### src/rtl/mem_pkg.sv
// Shared definitions for the MEM stage and the write-back mux.
// Size encodings, write-back select values, FSM states and lane helpers.
package mem_pkg;

    localparam logic [1:0] SZ_BYTE = 2'b00;
    localparam logic [1:0] SZ_HALF = 2'b01;
    localparam logic [1:0] SZ_WORD = 2'b10;

    localparam logic WB_SEL_MEM = 1'b0;
    localparam logic WB_SEL_ALU = 1'b1;

    typedef enum logic {
        IDLE     = 1'b0,
        WAIT_ACK = 1'b1
    } state_t;

    // Reserved size or an address not aligned to the access size.
    function automatic logic misaligned(
        input logic [1:0] size,
        input logic [1:0] a
    );
        logic r;
        r = 1'b0;
        unique case (1'b1)
            size == SZ_BYTE: r = 1'b0;
            size == SZ_HALF: r = a[0];
            size == SZ_WORD: r = (a != 2'b00);
            default:         r = 1'b1;
        endcase
        return r;
    endfunction

    function automatic logic [3:0] lane_be(
        input logic [1:0] size,
        input logic [1:0] a
    );
        logic [3:0] be;
        be = 4'b1111;
        unique case (1'b1)
            size == SZ_BYTE: be = 4'b0001 << a;
            size == SZ_HALF: be = a[1] ? 4'b1100 : 4'b0011;
            default:         be = 4'b1111;
        endcase
        return be;
    endfunction

    // Replicate narrow store data across every lane it could land in.
    function automatic logic [31:0] lane_wdata(
        input logic [1:0]  size,
        input logic [31:0] d
    );
        logic [31:0] w;
        w = d;
        unique case (1'b1)
            size == SZ_BYTE: w = {4{d[7:0]}};
            size == SZ_HALF: w = {2{d[15:0]}};
            default:         w = d;
        endcase
        return w;
    endfunction

endpackage

### src/rtl/mem_stage_load_align.sv
// Load lane selection and sign/zero extension.
// Purely combinational; operates on the word returned by memory.
module load_align
    import mem_pkg::*;
(
    input  logic [31:0] rdata,
    input  logic [1:0]  addr,
    input  logic [1:0]  size,
    input  logic        uns,
    output logic [31:0] data
);

    logic [31:0] shifted;
    logic [15:0] half;
    logic        sb;
    logic        sh;

    // Pick the addressed lane and extend it to 32 bits.
    always_comb begin
        shifted = rdata >> {addr, 3'b000};
        half    = addr[1] ? rdata[31:16] : rdata[15:0];
        sb      = ~uns & shifted[7];
        sh      = ~uns & half[15];
        data    = rdata;
        unique case (1'b1)
            size == SZ_BYTE: data = {{24{sb}}, shifted[7:0]};
            size == SZ_HALF: data = {{16{sh}}, half};
            default:         data = rdata;
        endcase
    end

endmodule

### src/rtl/mem_stage.sv
// MEM pipeline stage: data-memory access over req/ack and MEM/WB register.
// Holds EX while an access is outstanding and aborts stuck accesses.
module mem_stage
    import mem_pkg::*;
#(
    parameter int TIMEOUT = 16,
    localparam int CNT_W  = $clog2(TIMEOUT + 1)
) (
    input  logic        clk,
    input  logic        rst,
    input  logic        ex_valid,
    input  logic [31:0] ex_alu_out,
    input  logic [31:0] ex_store_data,
    input  logic        ex_mem_read,
    input  logic        ex_mem_write,
    input  logic [1:0]  ex_size,
    input  logic        ex_unsigned,
    input  logic        ex_reg_write,
    input  logic [4:0]  ex_rd,
    output logic        stall,
    output logic        mem_req,
    output logic        mem_we,
    output logic [31:0] mem_addr,
    output logic [31:0] mem_wdata,
    output logic [3:0]  mem_be,
    input  logic [31:0] mem_rdata,
    input  logic        mem_ack,
    output logic        wb_valid,
    output logic [31:0] Read_Data,
    output logic [31:0] alu_out,
    output logic        sel,
    output logic        wb_reg_write,
    output logic [4:0]  wb_rd,
    output logic        mem_err
);

    localparam logic [CNT_W-1:0] CNT_LAST = CNT_W'(TIMEOUT - 1);
    localparam logic [CNT_W-1:0] CNT_ONE  = CNT_W'(1);

    state_t           state;
    logic [CNT_W-1:0] cnt;
    logic [4:0]       l_rd;
    logic             l_rw;
    logic             l_read;
    logic [1:0]       l_size;
    logic             l_uns;
    logic [1:0]       l_addr;
    logic [31:0]      l_alu;
    logic [31:0]      ld_data;
    logic             is_mem;
    logic             bad_op;

    assign stall  = (state == WAIT_ACK);
    assign is_mem = ex_mem_read | ex_mem_write;
    assign bad_op = (ex_mem_read & ex_mem_write)
                  | misaligned(ex_size, ex_alu_out[1:0]);

    load_align u_align (
        .rdata (mem_rdata),
        .addr  (l_addr),
        .size  (l_size),
        .uns   (l_uns),
        .data  (ld_data)
    );

    // Access FSM, memory port registers and MEM/WB pipeline register.
    always_ff @(posedge clk) begin
        if (rst) begin
            state        <= IDLE;
            cnt          <= '0;
            mem_req      <= 1'b0;
            mem_we       <= 1'b0;
            mem_addr     <= '0;
            mem_wdata    <= '0;
            mem_be       <= '0;
            wb_valid     <= 1'b0;
            Read_Data    <= '0;
            alu_out      <= '0;
            sel          <= 1'b0;
            wb_reg_write <= 1'b0;
            wb_rd        <= '0;
            mem_err      <= 1'b0;
            l_rd         <= '0;
            l_rw         <= 1'b0;
            l_read       <= 1'b0;
            l_size       <= '0;
            l_uns        <= 1'b0;
            l_addr       <= '0;
            l_alu        <= '0;
        end else begin
            case (state)
                IDLE: begin
                    wb_valid <= 1'b0;
                    if (ex_valid && !is_mem) begin
                        wb_valid     <= 1'b1;
                        alu_out      <= ex_alu_out;
                        sel          <= WB_SEL_ALU;
                        wb_reg_write <= ex_reg_write;
                        wb_rd        <= ex_rd;
                        mem_err      <= 1'b0;
                    end else if (ex_valid && bad_op) begin
                        wb_valid     <= 1'b1;
                        alu_out      <= ex_alu_out;
                        sel          <= WB_SEL_ALU;
                        wb_reg_write <= 1'b0;
                        wb_rd        <= ex_rd;
                        mem_err      <= 1'b1;
                    end else if (ex_valid) begin
                        l_rd      <= ex_rd;
                        l_rw      <= ex_reg_write;
                        l_read    <= ex_mem_read;
                        l_size    <= ex_size;
                        l_uns     <= ex_unsigned;
                        l_addr    <= ex_alu_out[1:0];
                        l_alu     <= ex_alu_out;
                        mem_req   <= 1'b1;
                        mem_we    <= ex_mem_write;
                        mem_addr  <= {ex_alu_out[31:2], 2'b00};
                        mem_be    <= lane_be(ex_size, ex_alu_out[1:0]);
                        mem_wdata <= lane_wdata(ex_size, ex_store_data);
                        cnt       <= '0;
                        state     <= WAIT_ACK;
                    end
                end
                WAIT_ACK: begin
                    if (mem_ack) begin
                        mem_req  <= 1'b0;
                        state    <= IDLE;
                        wb_valid <= 1'b1;
                        mem_err  <= 1'b0;
                        alu_out  <= l_alu;
                        wb_rd    <= l_rd;
                        if (l_read) begin
                            sel          <= WB_SEL_MEM;
                            Read_Data    <= ld_data;
                            wb_reg_write <= l_rw;
                        end else begin
                            sel          <= WB_SEL_ALU;
                            wb_reg_write <= 1'b0;
                        end
                    end else if (cnt == CNT_LAST) begin
                        mem_req      <= 1'b0;
                        state        <= IDLE;
                        wb_valid     <= 1'b1;
                        mem_err      <= 1'b1;
                        wb_reg_write <= 1'b0;
                        alu_out      <= l_alu;
                        wb_rd        <= l_rd;
                    end else begin
                        cnt <= cnt + CNT_ONE;
                    end
                end
                default: state <= IDLE;
            endcase
        end
    end

endmodule

### config.mk
export PLATFORM = sky130hd
export DESIGN_NAME = mem_stage
export DESIGN_NICKNAME = d
export VERILOG_FILES = /design/src/rtl/mem_pkg.sv /design/src/rtl/mem_stage_load_align.sv /design/src/rtl/mem_stage.sv
export SDC_FILE = /design/constraint.sdc
export NUM_CORES = 1
export LEC_CHECK = 0
export ABC_AREA = 1
export BUFFER_PORTS_ARGS = -buffer_cell sky130_fd_sc_hd__buf_2
export CAP_MARGIN = 20
export CELL_PAD_IN_SITES_DETAIL_PLACEMENT = 0
export CELL_PAD_IN_SITES_GLOBAL_PLACEMENT = 1
export CORE_ASPECT_RATIO = 1.1
export CORE_MARGIN = 4
export CORE_UTILIZATION = 35
export DETAILED_ROUTE_END_ITERATION = 7
export PLACE_DENSITY = 0.87
export SKIP_LAST_GASP = 1
export SLEW_MARGIN = 20
export SYNTH_ARGS = -nofsm -noshare
export SYNTH_HDL_FRONTEND = slang
export SYNTH_HIERARCHICAL = 1
export SYNTH_SLANG_ARGS = --single-unit
### constraint.sdc
create_clock -name clk -period 2.2 [get_ports clk]
set_input_delay 0.22 -clock clk [delete_from_list [all_inputs] [get_ports clk]]
set_output_delay 0.22 -clock clk [all_outputs]
set_load 0.02 [all_outputs]
==> results.md, run 1 <==
- By area the synthesized netlist is led by sky130_fd_sc_hd__dfxtp_1 42%, sky130_fd_sc_hd__nor2_1 11%, sky130_fd_sc_hd__nand2_1 11%.
- Counting instances in the post-synthesis netlist gives the leading cell types as 229 x sky130_fd_sc_hd__nor2_1, 223 x sky130_fd_sc_hd__nand2_1, 159 x sky130_fd_sc_hd__dfxtp_1.
- Entering global routing, the biggest net connects 58 pins.
- The flow ran to the end, and the final reports show no timing, DRC or antenna violations.
- The leading cell type by number of instances after synthesis is sky130_fd_sc_hd__nor2_1.
- On the final layout, the worst hold slack is 0.0479 ns.
- In this run the critical register-to-register path is captured at mem_wdata[17]$_SDFFE_PP0P_.
- The detailed router placed 7,507 vias in this run.
- The count of hold buffers inserted by post-cts repair is 0.
- For this configuration, the core starts out at a cell density of 0.356.
- The share of total power dissipated in the clock network is 0.406.
- The post-synthesis sequential area ratio is 0.419.
- Measured against its own limit, the worst slew margin works out to 0.302.
- The maximum buffer depth of the clock tree is 2.
- The number of enable-type register cells in the synthesized netlist is 0.
- The number of fill cells in the layout is 2,254.
- The number of distinct library cell variants in the gate-level netlist after synthesis is 37.
- The critical path's largest stage delay is 0.40 ns.
- Walking the worst path, the cells encountered are nor3_1 > nand3_2 > inv_2 > buf_4 > nand2_1 > a21oi_1.
- The instance count on the critical path is 6.
- The hold violation count in the final report is 0.
- The critical path capture point type is a register.
- At the worst endpoint, the arrival time is 2.12 ns.
- Summed over all layers, the global routing overflow is 0.
- The die area is 24,200 µm².
- The count of instances resized after the clock tree is built is 0.
- TritonCTS built the clock tree.
- The period utilization is 0.802.
- The cell type with the largest total area after synthesis is sky130_fd_sc_hd__dfxtp_1.
- The x dimension of the die is 149 µm.
- The max-capacitance violation count is 0.
- Of the cells placed in the final design, the portion with a size suffix greater than 1 is 0.284.
- For the worst setup path, the data required time is 2.55 ns.
- The critical path contains buffers and inverters numbering 2 combined.
- The max-slew violation count came to 0.
- The critical path in this run is classified as register to register.
- The final HPWL from detailed placement is 17,000 µm.
- Setup repair after global routing left no endpoint under its margin.
- In the routed design, unresolved DRC markers number 0.
- From synthesis to final layout, the design area changed by 26.9%.
- The top cell family by delay on the critical path is buffers and inverters.
- The congestion estimate from routability-driven global placement came to 0.875.
- In this run the worst path has a maximum fanout of 20.
- Summing every instance area after synthesis gives 7600 µm².
- The actual slew at the worst max-slew pin is 1.05 ns.
- The critical path's slowest cell is sky130_fd_sc_hd__dfxtp_2.
- The number of buffers created by CTS is 17.
- After synthesis the netlist holds a flip-flop and latch count of 159.
- The critical path endpoint is mem_wdata[17]$_SDFFE_PP0P_.
- The analysis attributes to net switching a power of 2.28 mW.
- Setup violations remaining at the end of the flow were counted as 0.
- The CTS root buffer is sky130_fd_sc_hd__clkbuf_16.
- Counting every instance in the synthesized netlist gives 1,062.
- CTS saw 159 sinks.
- Before antenna repair, the detailed router went through 5 iterations.
- In this run the static leakage power is 4.67 nW.
- After the last flow step, the layout net total stands at 1,394.
- After detailed routing, the average wire length per cell comes to 14.9 µm.
- For the worst-skew pair, the clock arrives at the later sink with an insertion delay of 0.42 ns.
- Counting instances, the worst hold path has a depth of 3.
- The share of total power dissipated in combinational logic is 0.177.
- The startpoint identified for the worst register-to-register timing path is stall$_SDFF_PP0_.
- The yosys synthesis warning count is 6.
- The top-level port count is 255.
- The core region is 21,400 µm².
- For flop-to-flop paths, the worst setup slack is 0.43 ns.
- The number of cells on the worst reg-to-reg path is 6.
- The post-route setup TNS is 0 ns.
- The proportion of total power due to net switching is 0.303.
- The main flop type after synthesis is sky130_fd_sc_hd__dfxtp_1.
- STA classifies the critical path startpoint as a register.
- The final critical delay including setup and external delays is 1.77 ns.
- The min-delay analysis places its worst path in the category input port to register.
- Clock-pin slew was measured on the worst setup and hold paths at 0.07 ns.
- Of the post-synthesis cell area, the dominant cell type holds 0.419.
- Using the TritonRoute via totals, the vias-per-cell ratio works out to 4.74.
- The achievable frequency is 567 MHz.
- Of the total power, registers draw 0.417.
- In this run the remaining antenna-violating nets after routing total 0.
- The worst-case vdd ir drop is 0.509 mV.
- The first global-routing pass estimated 37,100 µm of wire.
- In this run, the number of DRC markers left after iteration 0 of detailed routing was 428.
- Across every metal layer, demand over resource in global routing totals 0.190.
- The share of synthesized flip-flops with an asynchronous set or reset is 0.
- The start point of the critical path is stall$_SDFF_PP0_.
- Wires add up to 23,700 µm.
- After clock tree synthesis, the setup repair step added 0 buffers.
- The floorplan has 56 rows.
- The final setup skew is 0.0110 ns.
- The power density of the placed cells is 780 nW/µm².
- The H-tree was split into 4 levels.
- The number of antenna violations at the first check in global routing came to 4.
- A synthesized cell averages 7.16 µm².
- The number of global-route vias before repair is 6,934.
- The count of input and output buffers is 252.
- The internal power of the cells totals 5.25 mW.
- The die is 163 µm tall.
==> power by group through the flow <==
stage               combinational (mW)  clock [mW]  sequential [mW]
floorplan                        0.720           0             3.38
global placement                  1.33           0             3.20
detailed placement                1.34           0             3.20
CTS                               1.34        3.13             3.14
global route                      1.47        3.26             3.16
finish                            1.33        3.06             3.14
==> area by class of cell <==
| cell class | count | area (µm²) | area share |
|---|---|---|---|
| Timing Repair Buffer | 277 | 1540 | 0.159 |
| Tap cell | 290 | 363 | 0.0376 |
| Antenna cell | 1 | 2.50 | 0.000259 |
| Sequential cell | 159 | 3180 | 0.330 |
| Multi-Input combinational cell | 796 | 3840 | 0.398 |
| Clock buffer | 17 | 425 | 0.0441 |
| Inverter | 30 | 121 | 0.0126 |
| Clock inverter | 15 | 175 | 0.0181 |
==> metrics by stage <==
step | worst slack, ns | std cells | area (µm²) | total power [mW] | utilization
6_report | 0.435 | 1585 | 9650 | 7.53 | 0.452
5_1_grt | 0.272 | 1585 | 9650 | 7.89 | 0.452
4_1_cts | 0.428 | 1584 | 9650 | 7.61 | 0.452
3_5_place_dp | 0.439 | 1552 | 9050 | 4.55 | 0.423
3_3_place_gp | 0.486 | 1552 | 9050 | 4.53 | 0.423
2_1_floorplan | 0.490 | 1063 | 7610 | 4.10 | -
==> routing by layer <==
metal	vias up	share of wire	wire [µm]	global-route usage
li1	3881	-	-	-
met1	3371	0.43	10200	0.238
met2	214	0.48	11400	0.317
met3	35	0.068	1610	0.0554
met4	6	0.019	455	0.0554
met5	-	0.0012	28	0
==> kinds of logic (layout without fill, tap and decap cells) <==
logic type,Yosys count,after routing,share of synthesized area
XOR/XNOR,1,1,0.00115
multiplexers,36,36,0.0474
flip-flops,159,159,0.419
AND/OR/NAND/NOR,562,562,0.321
adder cells (fa/ha/maj),2,2,0.00329
AO/OA/AOI/OAI,193,193,0.130
other,1,3,0.000493
buffers and inverters,108,339,0.0775
==> flip-flops by register name, indices dropped and copies added (netlist names), 2 cells and up <==
register	cells
cnt	5
mem_be	4
mem_wdata	32
l_alu	31
l_size	2
wb_rd	5
l_rd	5
alu_out	32
Read_Data	32
==> cell usage in the layout, fill, tap and decap left out, types with 24 or more instances in the layout <==
| cell | instances |
|---|---|
| sky130_fd_sc_hd__nor2_1 | 228 |
| sky130_fd_sc_hd__o21ai_1 | 41 |
| sky130_fd_sc_hd__inv_1 | 24 |
| sky130_fd_sc_hd__nand2_1 | 221 |
| sky130_fd_sc_hd__a21oi_1 | 79 |
| sky130_fd_sc_hd__o21ai_0 | 63 |
| sky130_fd_sc_hd__mux2i_1 | 36 |
| sky130_fd_sc_hd__nand3_1 | 52 |
| sky130_fd_sc_hd__dfxtp_1 | 158 |
| sky130_fd_sc_hd__buf_2 | 252 |
==> worst min path at each step <==
stage	start	to	slack, ns
2_1_floorplan	ex_alu_out[1]	l_alu[1]$_SDFFE_PP0P_	0.36
4_1_cts	ex_alu_out[7]	l_alu[7]$_SDFFE_PP0P_	0.03
3_5_place_dp	mem_req$_SDFFE_PP0P_	mem_req$_SDFFE_PP0P_	0.44
5_1_grt	ex_alu_out[4]	l_alu[4]$_SDFFE_PP0P_	0.04
3_3_place_gp	mem_req$_SDFFE_PP0P_	mem_req$_SDFFE_PP0P_	0.44
6_report	ex_alu_out[4]	l_alu[4]$_SDFFE_PP0P_	0.05
==> tightest hold or removal path: stages <==
cell and delay, ns:
sky130_fd_sc_hd__buf_2 0.09, sky130_fd_sc_hd__o21ai_1 0.06, sky130_fd_sc_hd__nor2_1 0.07
Power figures use the tool's default switching activity.
==> run 2: changes to the inputs <==
- clock period: 2.2 -> 1.81 ns (I/O delays scaled with it)
==> run 2 against run 1 <==
  * Non-clock buffer count increased by 8
  * Hold slack got worse by 0.034 ns
  * Setup slack got worse by 0.29 ns
  * Register-to-register slack got worse by 0.29 ns
  * Count of clock-buffer cells in the layout increased by 1
  * First-iteration DRC count decreased by 12%
  * Highest routed layer unchanged
  * Sequential share of layout area decreased by 0.40 points
  * Clock skew decreased by 0.0024 ns
  * Critical endpoint is now alu_out[18]$_SDFFE_PP0P_
  * Cell area increased by 1.2%
  * Combinational power increased by 24%
==> results.md, run 2 (synthesis results as in run 1) <==
- The critical path startpoint category is a register.
- The detailed-route wire length per cell is 14.8 µm.
- In this run the power density over the cells is 916 nW/µm².
- In the layout the commonest cells are 252 x sky130_fd_sc_hd__buf_2, 227 x sky130_fd_sc_hd__nor2_1, 221 x sky130_fd_sc_hd__nand2_1.
- The number of clock sinks is 159.
- The highest net fanout along the worst path is 16.
- The layout has 2,225 filler cells.
- The actual slew at the worst max-slew pin is 0.566 ns.
- The layout cell share with drive strength beyond 1 is 0.285.
- The clock tree from TritonCTS is yes.
- The run finished with clean final reports.
- The depth of the worst register-to-register path is 9.
- The core region is 21,400 µm².
- STA puts the critical path data arrival time at 1.97 ns.
- Setup repair after global routing left no endpoint under its margin.
- The startpoint of the lowest-slack hold path is ex_alu_out[4].
- The first global-routing pass estimated 36,800 µm of wire.
- Summed over all layers, the global routing overflow is 0.
- Summed over all nets, the half-perimeter wirelength after detailed placement is 16,700 µm.
- The worst pin sits at a relative slew slack of 0.623.
- After detailed routing, the number of remaining DRC violations is 0.
- The max-slew violation count is 0.
- Dividing the final minimum period by the clock period gives 0.918.
- The floorplan step set the die height to 163 µm.
- The number of nets with antenna violations after routing is 0.
- The number of vias after detailed routing is 7,624.
- The top-level port count is 255.
- The tool flagged a number of max-cap violations equal to 0.
- The final critical delay including setup and external delays is 1.66 ns.
- Before antenna repair, the detailed router went through 4 iterations.
- After detailed routing, the number of vias per cell comes to 4.79.
- The number of antenna violations at the first check in global routing is 3.
- The leakage power is 4.72 nW.
- The final setup slack of the worst path is 0.148 ns.
- At the end of the flow, the number of nets in the layout was 1,402.
- STA classifies the critical path endpoint as a register.
- The largest net degree at the start of global routing is 55.
- The worst hold path was traced through 3 stages.
- After clock tree synthesis, the clock-pin slew on the worst setup and hold paths is 0.07 ns.
- For met3 alone, demand over resource in global routing was 0.0573.
- The number of buffers created by CTS is 17.
- The met2 layer usage reported by global route is 0.315.
- The worst register-to-register path begins at cnt[0]$_SDFFE_PP0P_.
- Leaving out fill and tap cells, the most frequent cell in the layout is sky130_fd_sc_hd__buf_2.
- The setup violation total in the final timing report is 0.
- The largest registers in the layout are Read_Data: 32 flops, alu_out: 32 flops, mem_wdata: 32 flops.
- The cell count after placement is 1,553.
- For this block, the initial DRC count from the detailed router was 376.
- The achievable frequency is 602 MHz.
- Once layout is complete, the cells apart from fillers number 1,593.
- The number of global-route vias before repair is 7,062.
- The critical path is of the register to register type.
- The clock network latency to the later pin of the worst-skew pair is 0.42 ns.
- The floorplan has 56 rows.
- The die covers 24,200 µm².
- The initial core utilization is 0.356.
- The post-layout utilization of the core is 0.457.
- The final setup skew is 0.00862 ns.
- IR analysis of the VDD net gives a maximum drop of 0.630 mV.
- The total routed wirelength is 23,600 µm.
- met2 is the most crowded layer.
- The deepest level of the CTS H-tree is 4.
- In this run the clock root is driven by a sky130_fd_sc_hd__clkbuf_16.
- The worst hold-check path type is input port to register.
- The met1 global-route usage is 0.234.
- Prior to clock tree synthesis, the placed netlist has a worst setup slack of 0.104 ns.
- The hold violation count in the final report was 0.
- Across every metal layer, demand over resource in global routing totals 0.188.
- For the final routed database, the setup TNS stands at 0 ns.
- The longest clock path from root to sink contains 2 buffers.
- The die is 149 µm wide.
- The count of input and output buffers is 252.
- Routability-driven placement finished with a final weighted congestion of 0.854.
- The post-CTS setup repair buffer count is 0.
- The area added between synthesis and finish is 28.5%.
- The start point of the critical path is cnt[0]$_SDFFE_PP0P_.
- The total power is 8.95 mW.
- For the worst setup path, the data required time is 2.12 ns.
## run 2: critical path, cell delays in order (launching register included)
cell	delay (ns)
sky130_fd_sc_hd__dfxtp_1	0.34
sky130_fd_sc_hd__ha_1	0.21
sky130_fd_sc_hd__nand2_1	0.09
sky130_fd_sc_hd__nor2_1	0.04
sky130_fd_sc_hd__ha_1	0.18
sky130_fd_sc_hd__nor2_2	0.14
sky130_fd_sc_hd__nand2_4	0.15
sky130_fd_sc_hd__clkbuf_16	0.22
sky130_fd_sc_hd__a21oi_1	0.14
sky130_fd_sc_hd__nor2_1	0.06
## run 2: final cells by class
type / count / area, µm² / share of cell area
Inverter: 30 / 121 / 0.0124
Antenna cell: 1 / 2.50 / 0.000256
Sequential cell: 159 / 3180 / 0.326
Clock buffer: 18 / 439 / 0.0450
Tap cell: 290 / 363 / 0.0371
Clock inverter: 14 / 129 / 0.0132
Timing Repair Buffer: 285 / 1680 / 0.172
Multi-Input combinational cell: 796 / 3850 / 0.394
## run 2: where the power goes
part	internal, mW	switching [mW]	leakage, nW
registers	3.70	0.113	1.30
logic	0.615	1.03	3.14
clock network	1.95	1.53	0.280
## run 2: path summary, 6_finish.rpt
kind                                   end  slack [ns]
setup reg to reg  alu_out[18]$_SDFFE_PP0P_        0.15
hold reg to reg       mem_req$_SDFFE_PP0P_        0.45
setup / recovery  alu_out[18]$_SDFFE_PP0P_        0.15
hold / removal       l_alu[4]$_SDFFE_PP0P_        0.01
## run 2: per-stage QoR
step / area [µm²] / hold slack, ns
global placement: 9110 / 0.430
floorplan: 7610 / 0.325
CTS: 9730 / 0.0000211
finish: 9770 / 0.0143
detailed placement: 9110 / 0.436
global route: 9770 / 0.00500
## run 2: what timing repair did
| action | in CTS | in global routing |
|---|---|---|
| gates resized for setup | 0 | 2 |
| endpoints found under the hold margin | 6 | 0 |
| hold buffers | 6 | 0 |
| setup endpoints to repair | 0 | 42 |
## run 2: per-layer routing
layer  wire (µm)  up-vias
met5          28        -
met4         510        6
met3        1710       36
met2       11200      227
met1       10100     3459
li1            -     3896
